`config.mk`:
```
export PLATFORM = sky130hd
export DESIGN_NAME = imem_program_loader_flat
export DESIGN_NICKNAME = d
export VERILOG_FILES = /design/src/rtl/imem_program_loader_if.sv /design/src/rtl/imem_program_loader.sv /design/src/flat_wrapper.sv
export SDC_FILE = /design/constraint.sdc
export NUM_CORES = 1
export LEC_CHECK = 0
export ABC_AREA = 0
export CAP_MARGIN = 20
export CORE_ASPECT_RATIO = 0.8
export CORE_MARGIN = 8
export CORE_UTILIZATION = 30
export CTS_CLUSTER_SIZE = 30
export DETAILED_ROUTE_END_ITERATION = 16
export GPL_ROUTABILITY_DRIVEN = 0
export PLACE_DENSITY = 0.49
export SYNTH_ARGS = -nofsm -noshare
export SYNTH_HDL_FRONTEND = slang
export SYNTH_SLANG_ARGS = --single-unit
```
`constraint.sdc`:
```
create_clock -name clk -period 2 [get_ports clk]
set_input_delay 0.4 -clock clk [delete_from_list [all_inputs] [get_ports clk]]
set_output_delay 0.4 -clock clk [all_outputs]
set_load 0.05 [all_outputs]
```
`src/rtl/imem_program_loader_if.sv`:
```
// Byte-stream and instruction-memory write bundle for imem_program_loader.
// The slave modport is the loader; the master modport is whatever feeds the stream and consumes the writes.
interface imem_program_loader_if #(
   parameter int ADDR_W = 6,
   parameter int DATA_W = 13,
   parameter int BYTE_W = 8
);
   logic              i_start;
   logic [BYTE_W-1:0] i_byte;
   logic              i_byteValid;
   logic              o_byteReady;
   logic              o_imemWrite;
   logic [ADDR_W-1:0] o_imemAddr;
   logic [DATA_W-1:0] o_imemData;
   logic [ADDR_W:0]   o_count;
   logic              o_cpuHold;
   logic              o_done;
   logic              o_error;

   modport slave (
      input  i_start, i_byte, i_byteValid,
      output o_byteReady, o_imemWrite, o_imemAddr, o_imemData,
      output o_count, o_cpuHold, o_done, o_error
   );

   modport master (
      output i_start, i_byte, i_byteValid,
      input  o_byteReady, o_imemWrite, o_imemAddr, o_imemData,
      input  o_count, o_cpuHold, o_done, o_error
   );
endinterface

```
`src/rtl/imem_program_loader.sv`:
```
// Loads a framed program (N, N x {lo,hi}, XOR checksum) from a byte stream into instruction memory,
// holding the CPU until a load finishes with a good checksum.
module imem_program_loader #(
   parameter int ADDR_W = 6,
   parameter int DATA_W = 13,
   parameter int BYTE_W = 8
) (
   input  logic                  clk,
   input  logic                  reset,
   imem_program_loader_if.slave  bus
);
   localparam int HI_W  = DATA_W - BYTE_W;
   localparam int DEPTH = 2 ** ADDR_W;
   localparam logic [ADDR_W:0]   CNT_ONE  = 1;
   localparam logic [ADDR_W-1:0] ADDR_ONE = 1;

   typedef enum logic [2:0] {
      IDLE, COUNT, LO, HI, WR, CHK, DONE, ERROR
   } state_t;

   state_t            state, state_nxt;
   logic [ADDR_W:0]   n_instr;
   logic [ADDR_W:0]   count;
   logic [ADDR_W-1:0] addr;
   logic [DATA_W-1:0] data;
   logic [BYTE_W-1:0] xsum;
   logic              byte_ready;
   logic              xfer;
   logic              start_load;

   assign byte_ready = (state == COUNT) || (state == LO) || (state == HI) || (state == CHK);
   assign xfer       = bus.i_byteValid && byte_ready;
   assign start_load = bus.i_start && ((state == IDLE) || (state == DONE) || (state == ERROR));

   always_ff @(posedge clk or negedge reset) begin
      if (!reset) state <= IDLE;
      else        state <= state_nxt;
   end

   always_comb begin
      state_nxt = state;
      case (state)
         IDLE, DONE, ERROR: if (bus.i_start) state_nxt = COUNT;
         COUNT: if (xfer) begin
            if (bus.i_byte == '0 || bus.i_byte > BYTE_W'(DEPTH)) state_nxt = ERROR;
            else                                                 state_nxt = LO;
         end
         LO:  if (xfer) state_nxt = HI;
         // A high byte with anything above the instruction width aborts before the write slot.
         HI:  if (xfer) begin
            if (bus.i_byte[BYTE_W-1:HI_W] != '0) state_nxt = ERROR;
            else                                 state_nxt = WR;
         end
         WR:  state_nxt = ((count + CNT_ONE) == n_instr) ? CHK : LO;
         CHK: if (xfer) state_nxt = (bus.i_byte == xsum) ? DONE : ERROR;
         default: state_nxt = IDLE;
      endcase
   end

   always_ff @(posedge clk or negedge reset) begin
      if (!reset) begin
         n_instr <= '0;
         count   <= '0;
         addr    <= '0;
         data    <= '0;
         xsum    <= '0;
      end else begin
         if (start_load) begin
            count <= '0;
            addr  <= '0;
            xsum  <= '0;
         end
         if (xfer) xsum <= xsum ^ bus.i_byte;
         if (xfer && state == COUNT) n_instr <= bus.i_byte[ADDR_W:0];
         if (xfer && state == LO)    data[BYTE_W-1:0] <= bus.i_byte;
         if (xfer && state == HI)    data[DATA_W-1:BYTE_W] <= bus.i_byte[HI_W-1:0];
         // Address advances after the strobe cycle; a full 64-entry load wraps it back to 0.
         if (state == WR) begin
            addr  <= addr + ADDR_ONE;
            count <= count + CNT_ONE;
         end
      end
   end

   assign bus.o_byteReady = byte_ready;
   assign bus.o_imemWrite = (state == WR);
   assign bus.o_imemAddr  = addr;
   assign bus.o_imemData  = data;
   assign bus.o_count     = count;
   assign bus.o_cpuHold   = (state != DONE);
   assign bus.o_done      = (state == DONE);
   assign bus.o_error     = (state == ERROR);
endmodule

```
`src/flat_wrapper.sv`:
```
// flat-port wrapper written by rule: the top's interface ports become plain ports
module imem_program_loader_flat 
#(
   parameter int ADDR_W = 6,
   parameter int DATA_W = 13,
   parameter int BYTE_W = 8
)
  (clk, reset, bus_i_start, bus_i_byte, bus_i_byteValid, bus_o_byteReady, bus_o_imemWrite, bus_o_imemAddr, bus_o_imemData, bus_o_count, bus_o_cpuHold, bus_o_done, bus_o_error);
  imem_program_loader_if #(.ADDR_W(ADDR_W), .DATA_W(DATA_W), .BYTE_W(BYTE_W)) bus_i ();
  input  logic clk;
  input  logic reset;
  input wire logic [$bits(bus_i.i_start)-1:0] bus_i_start;
  input wire logic [$bits(bus_i.i_byte)-1:0] bus_i_byte;
  input wire logic [$bits(bus_i.i_byteValid)-1:0] bus_i_byteValid;
  output wire logic [$bits(bus_i.o_byteReady)-1:0] bus_o_byteReady;
  output wire logic [$bits(bus_i.o_imemWrite)-1:0] bus_o_imemWrite;
  output wire logic [$bits(bus_i.o_imemAddr)-1:0] bus_o_imemAddr;
  output wire logic [$bits(bus_i.o_imemData)-1:0] bus_o_imemData;
  output wire logic [$bits(bus_i.o_count)-1:0] bus_o_count;
  output wire logic [$bits(bus_i.o_cpuHold)-1:0] bus_o_cpuHold;
  output wire logic [$bits(bus_i.o_done)-1:0] bus_o_done;
  output wire logic [$bits(bus_i.o_error)-1:0] bus_o_error;
  assign bus_i.i_start = bus_i_start;
  assign bus_i.i_byte = bus_i_byte;
  assign bus_i.i_byteValid = bus_i_byteValid;
  assign bus_o_byteReady = bus_i.o_byteReady;
  assign bus_o_imemWrite = bus_i.o_imemWrite;
  assign bus_o_imemAddr = bus_i.o_imemAddr;
  assign bus_o_imemData = bus_i.o_imemData;
  assign bus_o_count = bus_i.o_count;
  assign bus_o_cpuHold = bus_i.o_cpuHold;
  assign bus_o_done = bus_i.o_done;
  assign bus_o_error = bus_i.o_error;
  imem_program_loader #(.ADDR_W(ADDR_W), .DATA_W(DATA_W), .BYTE_W(BYTE_W)) u_core (.clk(clk), .reset(reset), .bus(bus_i));
endmodule
```
==> flow_summary.yaml, run 1 <==
detailed_routing:
  vias: 1909
  wl_um: 6060
  dr.pass1.iters: 4
  wl_per_cell_um: 14.9
  postRouteAntennaNets: 0
  viasPerCell: 4.68
  drc: 0
  drt_iter0_drc: 101
finish:
  regArea_um2: 1100
  stdcell_count: 408
  n_fill_cell: 766
  area_growth_pct: 36.8
  n_antenna_cell: 0
  multiInputGateArea_um2: 1200
  drive_gt1_frac: 0.290
  final_cell_area_um2: 3230
  nNetsFinal: 314
placement:
  dpl_worst_slack_ns: -0.310
  placed_area_um2: 3110
  place_inst: 400
  io_buffers: 42
  hpwl_um: 4470
synthesis:
  synth.cell_area_um2: 2360
  synth.most_common_cell: "dfrtp_1"
  seq_area_frac_synth: 0.466
  synth_top_area_share: 0.466
  yosys.area.top_type: "dfrtp_1"
  yosysWarningCount: 0
  synth.distinct_cells: 46
  synthFlopType: "dfrtp_1"
  syn_nets: 243
  synth_edf_count: 0
  netlist_top_cells_count: "dfrtp_1 (44), o21ai_0 (29), nor2_1 (21), mux2_2 (20), nand2_1 (14)"
  synthTopCellsByArea: "dfrtp_1 (47%), mux2_2 (9.5%), o21ai_0 (6.1%)"
  synth_seq_cells: 44
  async_reset_ff_frac: 1.00
  syn-instance-count: 228
  avgSynthCellArea_um2: 10.4
power:
  p_leak_nw: 1.43
  powerDensity_nw_per_um2: 1490
  p_total_mw: 4.81
  ir_drop_v: 0.000785
worst_setup_path:
  critPathMaxStageDelay_ns: 0.83
  cp.arrival_ns: 1.52
  critPathKind: "reg2out"
  cp.required_ns: 1.60
  cp_max_fo: 5
  crit_buf_inv: 1
  worst_path_max_delay_cell: "clkdlybuf4s50_1"
  worst_path_dominant_cell_family: "buffers and inverters"
  end_kind: "output pin"
  startpoint_type: "flip-flop"
  crit_chain: "clkdlybuf4s50_1"
timing:
  slew_violations: 0
  hold_viol_final: 0
  rsz0062_at_grt: "false"
  worst_pin_slew_ns: 0.506
  relSlewSlack: 0.662
  final.setup_skew_ns: 0.00885
  period_needed_ns: 1.92
  fin_crit_sh: 0.960
  setup_viol: 0
  tns_ns: 0
  fmax_ghz: 0.521
  setup_slack_ns: 0.0809
outcome:
  status: "complete, no violations"
die:
  core_area_um2: 7800
  start_util: 0.303
  ios: 43
  fp.dieH_um: 95.4
  fp.dieW_um: 115
  rows: 29
  die_area_um2: 11000
clock_network:
  cts_tree: "yes"
  clk_path_buf_depth: 2
  path_clk_slew_ns: 0.09
  cts_root_buffer: "clkbuf_8"
  clock-sinks: 44
  postCtsSetupRepairBufs: 0
  cts_max_level: 2
  cts_made_buffers: 5
  clk_latency_ns: 0.29
  hold_buffers: 0
global_route:
  grt_usage: 0.118
  grt_pass1_vias: 1997
  grt_pass1_wl_um: 10200
  grt_max_degree: 19
  grt-ovfl-total: 0
  antenna_found_initial: 0
hold_path:
  hold_path.class: "in2async"
run:
  drv_cap: 0
worst reg2reg max path, cell delays in order (launching register included):
cell     delay, ns
dfrtp_1       0.47
or4_4         0.55
o311a_1       0.17
nand3_1       0.08
nor4_1        0.04
buf_4         0.14
a311o_1       0.34
flip-flops by register name, indices dropped and copies added, names as in the netlist:
| name | cells |
|---|---|
| u_core.bus.o_imemData | 13 |
| u_core.xsum | 8 |
| u_core.bus.o_count | 7 |
| u_core.n_instr | 7 |
| u_core.bus.o_imemAddr | 6 |
| u_core.state | 3 |
area by class of cell:
cell class,instances,share of cell area
sequential,44,0.341
multi-input combinational,170,0.370
clock buffer,6,0.0256
inverter,6,0.00697
clock inverter,2,0.00465
tap,108,0.0418
timing repair buffer,72,0.210
routing by layer:
metal	global-route usage	part of all wire
met5	0	0
met4	0.0262	0.0036
met3	0.0316	0.051
met2	0.178	0.43
met1	0.165	0.51
worst paths after layout:
check / depth (start not counted) / slack, ns / end / from
max reg2reg: 6 / 0.09 / u_core.state[2] / u_core.state[1]
min: 1 / 0.03 / u_core.bus.o_imemData[7] / reset
max in group asynchronous: 2 / 1.41 / u_core.n_instr[1] / reset
min reg2reg: 1 / 0.49 / u_core.bus.o_imemAddr[5] / u_core.bus.o_imemAddr[5]
min in group clk: 1 / 0.49 / u_core.bus.o_imemAddr[5] / u_core.bus.o_imemAddr[5]
max: 1 / 0.08 / bus_o_imemAddr[0] / u_core.bus.o_imemAddr[0]
kinds of logic after synthesis:
group / Yosys count / synth area share
and+or+nand+nor: 71 / 0.162
buffers and inverters: 14 / 0.0334
xor gates and xnor gates: 23 / 0.0853
DFF: 44 / 0.466
AOI/OAI and AO/OA: 53 / 0.142
adders and majority gates: 3 / 0.0159
muxes: 20 / 0.0953
through the flow:
| stage | utilization | hold slack [ns] |
|---|---|---|
| 3_3_place_gp | 0.399 | 0.372 |
| 4_1_cts | 0.411 | 0.0395 |
| 2_1_floorplan | - | 0.104 |
| 6_report | 0.414 | 0.0274 |
| 3_5_place_dp | 0.399 | 0.373 |
| 5_1_grt | 0.414 | 0.0648 |
where the power goes:
part / leakage [nW] / total [mW] / internal (mW) / switching, mW
Combinational: 0.828 / 2.75 / 1.22 / 1.54
Sequential: 0.554 / 1.46 / 1.22 / 0.240
Clock: 0.0434 / 0.595 / 0.280 / 0.315
Total: 1.43 / 4.81 / 2.72 / 2.09
cell usage in the layout, fill, tap and decap left out, types with 4 or more instances in the layout:
master / instances
mux2_2: 20
nand3_1: 8
buf_4: 39
clkbuf_8: 6
clkdlybuf4s50_1: 23
buf_12: 5
xnor2_1: 11
dlymetal6s2s_1: 4
o21ai_0: 28
dfrtp_1: 43
xor2_1: 12
nand2_1: 14
nand2b_1: 10
nor2_1: 21
inv_1: 5
what timing repair did:
item	CTS	global route
hold endpoints to repair	0	0
endpoints found under the setup margin	0	4
resized for setup	0	7
No activity file was read; power rests on OpenSTA's default activity.
==> inputs of run 2 (changes only) <==
--- a/config.mk
+++ b/config.mk
@@ -14,6 +14,7 @@
 export DETAILED_ROUTE_END_ITERATION = 16
 export GPL_ROUTABILITY_DRIVEN = 0
 export PLACE_DENSITY = 0.49
+export SLEW_MARGIN = 20
 export SYNTH_ARGS = -nofsm -noshare
 export SYNTH_HDL_FRONTEND = slang
 export SYNTH_SLANG_ARGS = --single-unit
==> results of run 2 <==
Same layout as run 1: the final DEF is identical, and so are final timing and power.
==> inputs of run 3 (changes only) <==
--- a/config.mk
+++ b/config.mk
@@ -5,7 +5,7 @@
 export SDC_FILE = /design/constraint.sdc
 export NUM_CORES = 1
 export LEC_CHECK = 0
-export ABC_AREA = 0
+export ABC_AREA = 1
 export CAP_MARGIN = 20
 export CORE_ASPECT_RATIO = 0.8
 export CORE_MARGIN = 8
==> flow_summary.yaml, run 3 <==
clock_network:
  cts_max_level: 2
  cts_root_buffer: "clkbuf_8"
  cts_made_buffers: 5
  path_clk_slew_ns: 0.09
  cts_tree: "yes"
  clock-sinks: 44
  clk_path_buf_depth: 2
  clk_latency_ns: 0.30
  postCtsSetupRepairBufs: 0
  ctsResizeCount: 0
  hold_buffers: 0
die:
  core_area_um2: 7320
  fp.dieH_um: 93.3
  rows: 28
  ios: 43
  fp.dieW_um: 113
  die_area_um2: 10500
  start_util: 0.306
hold_path:
  hold_path.class: "in2async"
timing:
  tns_ns: 0
  rsz0062_at_grt: "false"
  final.setup_skew_ns: 0.00491
  worst_pin_slew_ns: 0.518
  setup_viol: 0
  relSlewSlack: 0.655
  hold_viol_final: 0
  fin_crit_sh: 0.952
  period_needed_ns: 1.90
  slew_violations: 0
  fmax_ghz: 0.525
finish:
  area_growth_pct: 29.7
  drive_gt1_frac: 0.138
  layout_common_cells: "nand2_1 (85), dfrtp_1 (44), clkdlybuf4s50_1 (26), inv_1 (25), o21ai_0 (25)"
  n_antenna_cell: 0
  fin_util: 0.397
  n_fill_cell: 763
  layout.cells.most_common: "nand2_1"
  nNetsFinal: 347
  largest_register_ffs: 13
worst_setup_path:
  cp.arrival_ns: 1.50
  crit_buf_inv: 1
  cp.required_ns: 1.60
  worstRegToRegCells: 6
  end_kind: "output pin"
  critPathKind: "reg2out"
  worst_path_max_delay_cell: "clkdlybuf4s50_1"
  worst_path_dominant_cell_family: "buffers and inverters"
  startpoint_type: "flip-flop"
  path_depth: 1
  critPathMaxStageDelay_ns: 0.82
  cp_max_fo: 2
  crit_chain: "clkdlybuf4s50_1"
detailed_routing:
  postRouteAntennaNets: 0
  drc: 0
  dr.pass1.iters: 4
  wl_per_cell_um: 13.4
  viasPerCell: 4.51
  drt_iter0_drc: 82
  vias: 1908
  wl_um: 5660
synthesis:
  yosys.area.top_type: "dfrtp_1"
  async_reset_ff_frac: 1.00
  synthFlopType: "dfrtp_1"
  synth_seq_cells: 44
  synth_edf_count: 0
  yosysWarningCount: 0
  synth.distinct_cells: 27
  syn_nets: 296
  synth_top_area_share: 0.491
  synth.most_common_cell: "nand2_1"
  synth.cell_area_um2: 2240
  avgSynthCellArea_um2: 7.97
  synthTopCellsByArea: "dfrtp_1 (49%), nand2_1 (14%), o21ai_0 (5.6%)"
  syn-instance-count: 281
  netlist_top_cells_count: "nand2_1 (85), dfrtp_1 (44), inv_1 (25), o21ai_0 (25), nand3_1 (23)"
  seq_area_frac_synth: 0.491
placement:
  io_buffers: 42
  hpwl_um: 4430
global_route:
  grt-ovfl-total: 0
  antenna_found_initial: 0
  grt_pass1_wl_um: 9910
  grt_usage: 0.115
  grt_max_degree: 24
  grt_pass1_vias: 1989
power:
  ir_drop_v: 0.000600
  powerDensity_nw_per_um2: 1730
  p_leak_nw: 1.37
outcome:
  status: "complete, no violations"
run:
  drv_cap: 0
## run 3: changes by cell type in the layout (fill, tap and decap cells not counted), moves of 5 or more
cell / previous run / this run
buf_4: 39 / 18
nand2_1: 14 / 85
xor2_1: 12 / 2
nand2b_1: 10 / 0
nand3_1: 8 / 23
mux2_2: 20 / 1
nor2_2: 0 / 5
o22ai_1: 0 / 6
inv_1: 5 / 25
## run 3: metrics by stage
stage	power [mW]	std cells	area (um^2)	setup slack [ns]	hold slack [ns]
after floorplan	3.56	281	2240	0.0930	0.104
final	5.04	423	2910	0.0955	0.0669
after detailed placement	4.51	415	2810	0.0857	0.412
after global placement	4.51	415	2810	0.147	0.412
after CTS	5.09	423	2900	0.0248	0.0765
after global routing	5.45	423	2910	0.0342	0.106
## run 3: cell type report
cell class	count	area (um^2)	share of cell area
inverter	30	113	0.0387
multi-input combinational	202	1010	0.348
clock buffer	5	68.8	0.0237
clock inverter	3	18.8	0.00646
timing repair buffer	49	480	0.165
sequential	44	1100	0.379
tap	90	113	0.0387
## run 3: metal layers
metal	up-vias	global-route usage	part of all wire
met5	-	0	0
met4	0	0.0302	0.0076
met3	5	0.0348	0.056
met2	39	0.170	0.40
met1	853	0.160	0.54
li1	1011	-	-
## run 3: where the power goes
part           leakage [nW]  total [mW]  internal (mW)  switching, mW
Combinational         0.755        2.84          0.988           1.85
Sequential            0.563        1.63           1.28          0.346
Clock                0.0479       0.572          0.244          0.328
Total                  1.37        5.04           2.52           2.52
## run 3: logic make-up (layout without fill, tap and decap cells)
family	Yosys count	in the layout	synth area share
DFF	44	44	0.491
and+or+nand+nor	140	140	0.262
adders and majority gates	3	3	0.0168
muxes	1	1	0.00502
buffers and inverters	35	87	0.0614
AOI/OAI and AO/OA	47	47	0.120
xor gates and xnor gates	11	11	0.0430
## run 3: worst paths after layout
kind                                               start                  endpoint  slack [ns]
worst max register to register           u_core.state[0]     u_core.bus.o_count[3]        0.33
min in group clk                u_core.bus.o_imemData[2]  u_core.bus.o_imemData[2]        0.50
worst min register to register  u_core.bus.o_imemData[2]  u_core.bus.o_imemData[2]        0.50
worst min-delay path                               reset     u_core.bus.o_count[2]        0.07
max in group asynchronous                          reset         u_core.n_instr[3]        1.37
worst max-delay path            u_core.bus.o_imemData[4]         bus_o_imemData[4]         0.1
